$ cat config.mk
export PLATFORM = sky130hd
export DESIGN_NAME = pipe_stage_reg
export DESIGN_NICKNAME = d
export VERILOG_FILES = /design/src/rtl/pipe_stage_reg.sv
export SDC_FILE = /design/constraint.sdc
export NUM_CORES = 1
export LEC_CHECK = 0
export ABC_AREA = 0
export BUFFER_PORTS_ARGS = -buffer_cell sky130_fd_sc_hd__buf_2
export CORE_ASPECT_RATIO = 1.2
export CORE_MARGIN = 1.5
export CORE_UTILIZATION = 54
export CTS_BUF_LIST = sky130_fd_sc_hd__clkbuf_4 sky130_fd_sc_hd__clkbuf_8 sky130_fd_sc_hd__clkbuf_16
export DETAILED_ROUTE_END_ITERATION = 8
export PLACE_DENSITY = 0.79
export SYNTH_ARGS = -nofsm -noshare
export SYNTH_HDL_FRONTEND = slang
export SYNTH_SLANG_ARGS = --single-unit
$ cat constraint.sdc
create_clock -name clk -period 5.7 [get_ports clk]
set_input_delay 0.57 -clock clk [delete_from_list [all_inputs] [get_ports clk]]
set_output_delay 0.57 -clock clk [all_outputs]
set_load 0.005 [all_outputs]
$ cat src/rtl/pipe_stage_reg.sv
// Pipeline stage register with valid/ready handshake, synchronous flush,
// bubble gating of control bits and an optional 2-entry skid buffer.
module pipe_stage_reg #(
  parameter int unsigned DATA_W  = 64,
  parameter int unsigned CTRL_W  = 8,
  parameter int unsigned SKID_EN = 1
) (
  input  logic              clk,
  input  logic              rst,
  input  logic              flush,
  input  logic              in_valid,
  output logic              in_ready,
  input  logic [DATA_W-1:0] in_data,
  input  logic [CTRL_W-1:0] in_ctrl,
  output logic              out_valid,
  input  logic              out_ready,
  output logic [DATA_W-1:0] out_data,
  output logic [CTRL_W-1:0] out_ctrl,
  output logic [1:0]        occupancy
);

  localparam int unsigned OCC_W = 2;

  // Encoding doubles as the occupancy count.
  typedef enum logic [OCC_W-1:0] {
    EMPTY = 2'd0,
    ONE   = 2'd1,
    FULL  = 2'd2
  } state_e;

  state_e            state_q, state_d;
  logic [DATA_W-1:0] main_data_q, main_data_d;
  logic [CTRL_W-1:0] main_ctrl_q, main_ctrl_d;
  logic [DATA_W-1:0] skid_data_q, skid_data_d;
  logic [CTRL_W-1:0] skid_ctrl_q, skid_ctrl_d;
  logic              accept_c;
  logic              consume_c;

  // Ready: purely state-based with the skid buffer, pass-through of out_ready without it.
  always_comb begin
    if (SKID_EN != 0) begin
      in_ready = (state_q != FULL);
    end else begin
      in_ready = (state_q == EMPTY) || out_ready;
    end
  end

  // Head entry drives the outputs; control is zeroed on bubbles.
  always_comb begin
    out_valid = (state_q != EMPTY);
    out_data  = main_data_q;
    out_ctrl  = out_valid ? main_ctrl_q : {CTRL_W{1'b0}};
    occupancy = OCC_W'(state_q);
    accept_c  = in_valid && in_ready;
    consume_c = out_valid && out_ready;
  end

  // Next-state and payload steering; flush overrides accept and consume.
  always_comb begin
    state_d     = state_q;
    main_data_d = main_data_q;
    main_ctrl_d = main_ctrl_q;
    skid_data_d = skid_data_q;
    skid_ctrl_d = skid_ctrl_q;
    if (flush) begin
      state_d = EMPTY;
    end else begin
      case (state_q)
        EMPTY: begin
          if (accept_c) begin
            state_d     = ONE;
            main_data_d = in_data;
            main_ctrl_d = in_ctrl;
          end
        end
        ONE: begin
          if (accept_c && consume_c) begin
            main_data_d = in_data;
            main_ctrl_d = in_ctrl;
          end else if (accept_c) begin
            // Only reachable with the skid buffer: without it in_ready is low here.
            state_d     = FULL;
            skid_data_d = in_data;
            skid_ctrl_d = in_ctrl;
          end else if (consume_c) begin
            state_d = EMPTY;
          end
        end
        FULL: begin
          if (consume_c) begin
            state_d     = ONE;
            main_data_d = skid_data_q;
            main_ctrl_d = skid_ctrl_q;
          end
        end
        default: begin
          state_d = EMPTY;
        end
      endcase
    end
  end

  // State and payload registers with asynchronous reset.
  always_ff @(posedge clk or posedge rst) begin
    if (rst) begin
      state_q     <= EMPTY;
      main_data_q <= '0;
      main_ctrl_q <= '0;
      skid_data_q <= '0;
      skid_ctrl_q <= '0;
    end else begin
      state_q     <= state_d;
      main_data_q <= main_data_d;
      main_ctrl_q <= main_ctrl_d;
      skid_data_q <= skid_data_d;
      skid_ctrl_q <= skid_ctrl_d;
    end
  end

endmodule

---- Word-level counts from Yosys, hierarchy flattened ----
Cells that the tools add are included.
W data, S select, Z words.
word-level totals
  register bits after elaboration ......... 146
  bits in latches ......................... 0
  RAM bits ................................ 0
  ROM bits ................................ 0
  input bits .............................. 77
  output and inout bits ................... 76
  logic and storage cells ................. 42
  memories kept ........................... 0
operators by class
  $add $sub $neg .......................... 0
  $mul .................................... 0
  div/mod/pow operators ................... 0
  order comparisons ....................... 0
  eq/ne operators ......................... 10
  shift operators ......................... 0
  multiplexer cells ....................... 16
  bitwise gates (word level) .............. 2
  reduce and logical (&&, ||, !) cells .... 9
operators with widths
  kind                  count
  $mux W64              3
  $pmux W64 S3          1
  $mux W8               4
  $pmux W8 S3           1
  $mux W2               6
  $ne A3 B3 Y1 const B  3
  $ne A2 B2 Y1 const B  4
  $reduce_and A4 Y1     2
  $pmux W2 S3           1
  $reduce_and A5 Y1     1
  $ne A4 B4 Y1 const B  1
  $logic_and A1 B1 Y1   3
  $reduce_bool A3 Y1    1
  $eq A2 B1 Y1 const B  1
  $eq A2 B2 Y1 const B  1
  $logic_not A2 Y1      1
  $not A1 Y1            2
  $reduce_bool A2 Y1    1

---- Logic depth before layout (Yosys ltp) ----
  word-level depth ........................ 7
  mapped depth ............................ 7
  mapped depth without buffers ............ 4

---- Worst setup path before layout ----
No wires, ideal clock.
  path type ............................... input -> register
  start ................................... in flush
  end ..................................... reg main_data_q[47] (netlist: out_data[47])
  library setup time ...................... 125 ps
  arrival ................................. 1797 ps
  data required time ...................... 5575 ps
  slack ................................... 3778 ps
  cell stages on the path ................. 4
  path buffers ............................ 1
  cell sequence ........................... or4bb_1 o31ai_4 buf_6 mux2_2
on the way
  longest elaborated chain between the ends .. 2
RTL lines
  what                                line  text
  start: declaration                  10    input logic flush,
  $not A1 Y1 (no source line)         --
  $reduce_and A5 Y1 (no source line)  --
  end signal: assignment              113   main_data_q <= main_data_d;
  end: declaration                    32    logic [DATA_W-1:0] main_data_q, main_data_d;
No other way between the ends.
A chain may end at the register's enable or synchronous reset.

---- Final worst setup path ----
  start ................................... reg state_q[0] (netlist: occupancy[0])
  end ..................................... out in_ready
on the way
  longest elaborated chain between the ends .. 1
RTL lines
  what                      line  text
  start: declaration        31    state_e state_q, state_d;
  start signal: assignment  112   state_q <= state_d;
  $ne A2 B2 Y1              42    in_ready = (state_q != FULL);
  end: declaration          12    output logic in_ready,
No other way between the ends.

==> impl_metrics.prom <==
# TYPE chip_impl_metric gauge
chip_impl_metric{name="ys_seq_elements",unit=""} 146
chip_impl_metric{name="max_cap_viol_count",unit=""} 0
chip_impl_metric{name="placed_area",unit="mm^2"} 0.00729
chip_impl_metric{name="die_h",unit="um"} 123
chip_impl_metric{name="yosysUniqueCellTypes",unit=""} 20
chip_impl_metric{name="final_design_area_no_fill",unit="mm^2"} 0.00792
chip_impl_info{name="crit_chain",value="nor2b_4 > inv_2 > buf_2"} 1
chip_impl_info{name="run_status",value="completed"} 1
chip_impl_info{name="rsz_0062_raised_after_global_routing",value="no"} 1
chip_impl_metric{name="synth_simple_gate_area_share",unit="%"} 1.67
chip_impl_metric{name="die_x",unit="um"} 103
chip_impl_info{name="clk_root_buffer_cell",value="clkbuf_16"} 1
chip_impl_metric{name="postSynthCellCount",unit=""} 411
chip_impl_metric{name="finalWorstSetupSlack",unit="ns"} 3.27
chip_impl_metric{name="drt-initial-drc-count",unit=""} 87
chip_impl_metric{name="final_cell_count_without_fillers",unit=""} 733
chip_impl_metric{name="grt_pass1_vias",unit=""} 4270
chip_impl_metric{name="drcViolationCount",unit=""} 0
chip_impl_metric{name="grt_start_max_net_pins",unit=""} 95
chip_impl_metric{name="multiInputGateArea",unit="mm^2"} 0.00263
chip_impl_metric{name="parity_gate_share_of_the_synthesized_area_counting_xor_and_xnor_cells",unit="%"} 0
chip_impl_metric{name="cts-htree-levels",unit=""} 4
chip_impl_metric{name="synth.net_count",unit=""} 488
chip_impl_info{name="worst_r2r_endpoint",value="skid_data_q[49]$_DFFE_PP0P_"} 1
chip_impl_metric{name="layout.filler_cells",unit=""} 829
chip_impl_metric{name="holdBufCountCts",unit=""} 0
chip_impl_metric{name="worstSkewPairLatency",unit="ns"} 0.41
chip_impl_metric{name="synth-seq-area-share",unit="%"} 56.8
chip_impl_metric{name="fin_nets",unit=""} 640
chip_impl_info{name="setup.worst_path.end_class",value="output port"} 1
chip_impl_info{name="min_path_type",value="in2async"} 1
chip_impl_metric{name="placer_congestion",unit=""} 0.722
chip_impl_info{name="r2r-start",value="occupancy[1]$_DFFE_PP0P_"} 1
chip_impl_info{name="critical_path_class",value="reg2out"} 1
chip_impl_metric{name="timing.critical_path.fanout_max",unit=""} 33
chip_impl_metric{name="sequential_cell_area",unit="mm^2"} 0.00365
chip_impl_metric{name="max_slew.worst_pin.slew",unit="ns"} 1.07
chip_impl_metric{name="port-buffer-count",unit=""} 152
chip_impl_info{name="final_common_cell",value="mux2_2"} 1
chip_impl_metric{name="r2r_slack",unit="ns"} 3.37
chip_impl_metric{name="post_synth_instance_area",unit="mm^2"} 0.00643
chip_impl_metric{name="maximum_clock_skew_at_final_layout",unit="ns"} 0.00451
chip_impl_metric{name="fp-row-count",unit=""} 43
chip_impl_metric{name="share_of_synthesized_area_spent_on_multiplexers",unit="%"} 38.3
chip_impl_metric{name="io-pin-count",unit=""} 153
chip_impl_metric{name="dr_total_vias",unit=""} 3839
chip_impl_metric{name="power.static_leakage",unit="nW"} 3.67
chip_impl_metric{name="total_power",unit="mW"} 3.10
chip_impl_info{name="layout_common_cells",value="209 x mux2_2, 152 x buf_2, 146 x dfrtp_1"} 1
chip_impl_metric{name="detail_route.first_pass.iterations",unit=""} 4
chip_impl_metric{name="groute.usage.overall",unit="%"} 21.3
chip_impl_metric{name="global_route_wire_length_before_repair",unit="um"} 20300
chip_impl_metric{name="syn2layout_area_growth",unit="%"} 23.1
chip_impl_metric{name="final_design_utilization",unit="%"} 68.4
chip_impl_info{name="cp_top_family",value="buffers and inverters"} 1
chip_impl_metric{name="fin_setup_tns",unit="ns"} 0
chip_impl_info{name="tritoncts_clock_tree",value="built"} 1
chip_impl_metric{name="pwrdens",unit="mW/mm^2"} 391
chip_impl_metric{name="synth-adder-area-share",unit="%"} 0
chip_impl_metric{name="clkSinkCount",unit=""} 146
chip_impl_metric{name="worstPathBufferInverterCount",unit=""} 2
chip_impl_metric{name="pre_cts_ws",unit="ns"} 3.12
chip_impl_metric{name="vias_per_cell",unit=""} 5.24
chip_impl_metric{name="floorplan.core_area",unit="mm^2"} 0.0116
chip_impl_metric{name="finalHoldViolCount",unit=""} 0
chip_impl_metric{name="worst-endpoint-required",unit="ns"} 5.13
chip_impl_metric{name="syn_avg_cell_area",unit="um^2"} 15.7
chip_impl_metric{name="finalMaxSlewViolations",unit=""} 0
chip_impl_metric{name="ir_worst_vdd",unit="V"} 0.000201
chip_impl_metric{name="fmax",unit="MHz"} 411
chip_impl_metric{name="slowest_delay",unit="ns"} 0.59
chip_impl_metric{name="grt-ovfl-total",unit=""} 0
chip_impl_metric{name="placed_cells",unit=""} 701
chip_impl_metric{name="data_arrival_time_of_the_critical_path",unit="ns"} 1.86
chip_impl_metric{name="drt_wl_total",unit="um"} 12700
chip_impl_metric{name="layout_cell_share_with_drive_strength_beyond_1",unit="%"} 71.2
chip_impl_metric{name="number_of_warnings_printed_during_yosys_synthesis",unit=""} 0
chip_impl_metric{name="ctsLongestPathBuffers",unit=""} 2
chip_impl_metric{name="timing.final.crit_share",unit="%"} 42.7
chip_impl_metric{name="cts_made_buffers",unit=""} 17
chip_impl_info{name="crit_path_top_delay_cell",value="dfrtp_1"} 1
chip_impl_metric{name="synth_compound_area_share",unit="%"} 0.642
chip_impl_metric{name="worst-path-stages",unit=""} 3
chip_impl_metric{name="wire_length_per_cell",unit="um"} 17.3
chip_impl_info{name="synth_top_family_by_area",value="multiplexers"} 1
chip_impl_metric{name="reg2reg_depth",unit=""} 3
chip_impl_metric{name="cts_resized",unit=""} 0
chip_impl_metric{name="cts_post_setup_buffers_inserted",unit=""} 0
chip_impl_metric{name="die-area",unit="mm^2"} 0.0126
chip_impl_metric{name="grt_antenna_before_repair",unit=""} 1
chip_impl_info{name="worstSetupStartpointType",value="register"} 1
chip_impl_metric{name="clkSlewWorstSetupHoldPaths",unit="ns"} 0.06
chip_impl_metric{name="ant_nets",unit=""} 0
chip_impl_metric{name="maxSlewHeadroom",unit="%"} 28.9
chip_impl_metric{name="post-route-min-period",unit="ns"} 2.43
chip_impl_metric{name="fin_worst_hold_slack",unit="ns"} 0.327
chip_impl_metric{name="initial_utilization",unit="%"} 55.6
chip_impl_metric{name="dp.final_hpwl",unit="um"} 8310
chip_impl_metric{name="final-setup-viol-count",unit=""} 0
chip_impl_metric{name="insertedDiodeCount",unit=""} 0
## power by group
part	internal (mW)	total [mW]	switching, mW	leakage (nW)
Sequential	1.29	1.42	0.130	1.76
Combinational	0.326	0.517	0.191	1.61
Clock	0.741	1.16	0.421	0.298
## routing by layer
layer | share of wire (%) | wire length, um | GRT usage [%]
met3 | 6.4 | 814 | 7.57
met4 | 0.84 | 106 | 7.11
met1 | 42 | 5260 | 25.0
met2 | 51 | 6480 | 36.2
met5 | 0 | 0 | 0
## flip-flops by register name, summed over array words and instances, names as in the netlist
| signal | count |
|---|---|
| main_ctrl_q | 8 |
| skid_data_q | 64 |
| out_data | 64 |
| skid_ctrl_q | 8 |
| occupancy | 2 |
## cell usage after synthesis, drive strengths merged
| cell type | n | area share (%) |
|---|---|---|
| clkbuf | 4 | 0.23 |
| o21ba | 1 | 0.16 |
| or4bb | 1 | 0.18 |
| mux2i | 1 | 0.16 |
| mux2 | 216 | 38 |
| a21oi | 2 | 0.16 |
| nand3 | 1 | 0.078 |
| nor3 | 1 | 0.078 |
| o31ai | 1 | 0.33 |
| buf | 19 | 2.2 |
| dfrtp | 146 | 57 |
| or3b | 1 | 0.14 |
| nor2 | 3 | 0.18 |
| nor2b | 10 | 0.97 |
| nand2 | 1 | 0.058 |
| inv | 3 | 0.18 |
## worst max-delay path by stage
stage                             start                           to
5_1_grt        occupancy[0]$_DFFE_PP0P_                     in_ready
3_5_place_dp                   in_valid  skid_data_q[60]$_DFFE_PP0P_
2_1_floorplan                       rst   main_ctrl_q[0]$_DFFE_PP0P_
3_3_place_gp                   in_valid  skid_data_q[39]$_DFFE_PP0P_
4_1_cts        occupancy[0]$_DFFE_PP0P_                     in_ready
6_report       occupancy[0]$_DFFE_PP0P_                     in_ready
## logic make-up (layout without fill, tap and decap cells)
kind of cell | after synthesis | count (layout)
buffers and inverters | 26 | 191
multiplexers | 217 | 217
AO/OA/AOI/OAI | 4 | 4
flip-flops | 146 | 146
AND/OR/NAND/NOR | 18 | 18
## final cells by class
type,instances,share of cell area [%]
multi-input cells,239,33.3
clock inverters,14,2.37
inverters,3,0.205
clock buffers,18,5.55
repair buffers,156,9.99
flip-flops and latches,146,46.1
well taps,157,2.48
Power figures use the tool's default switching activity.
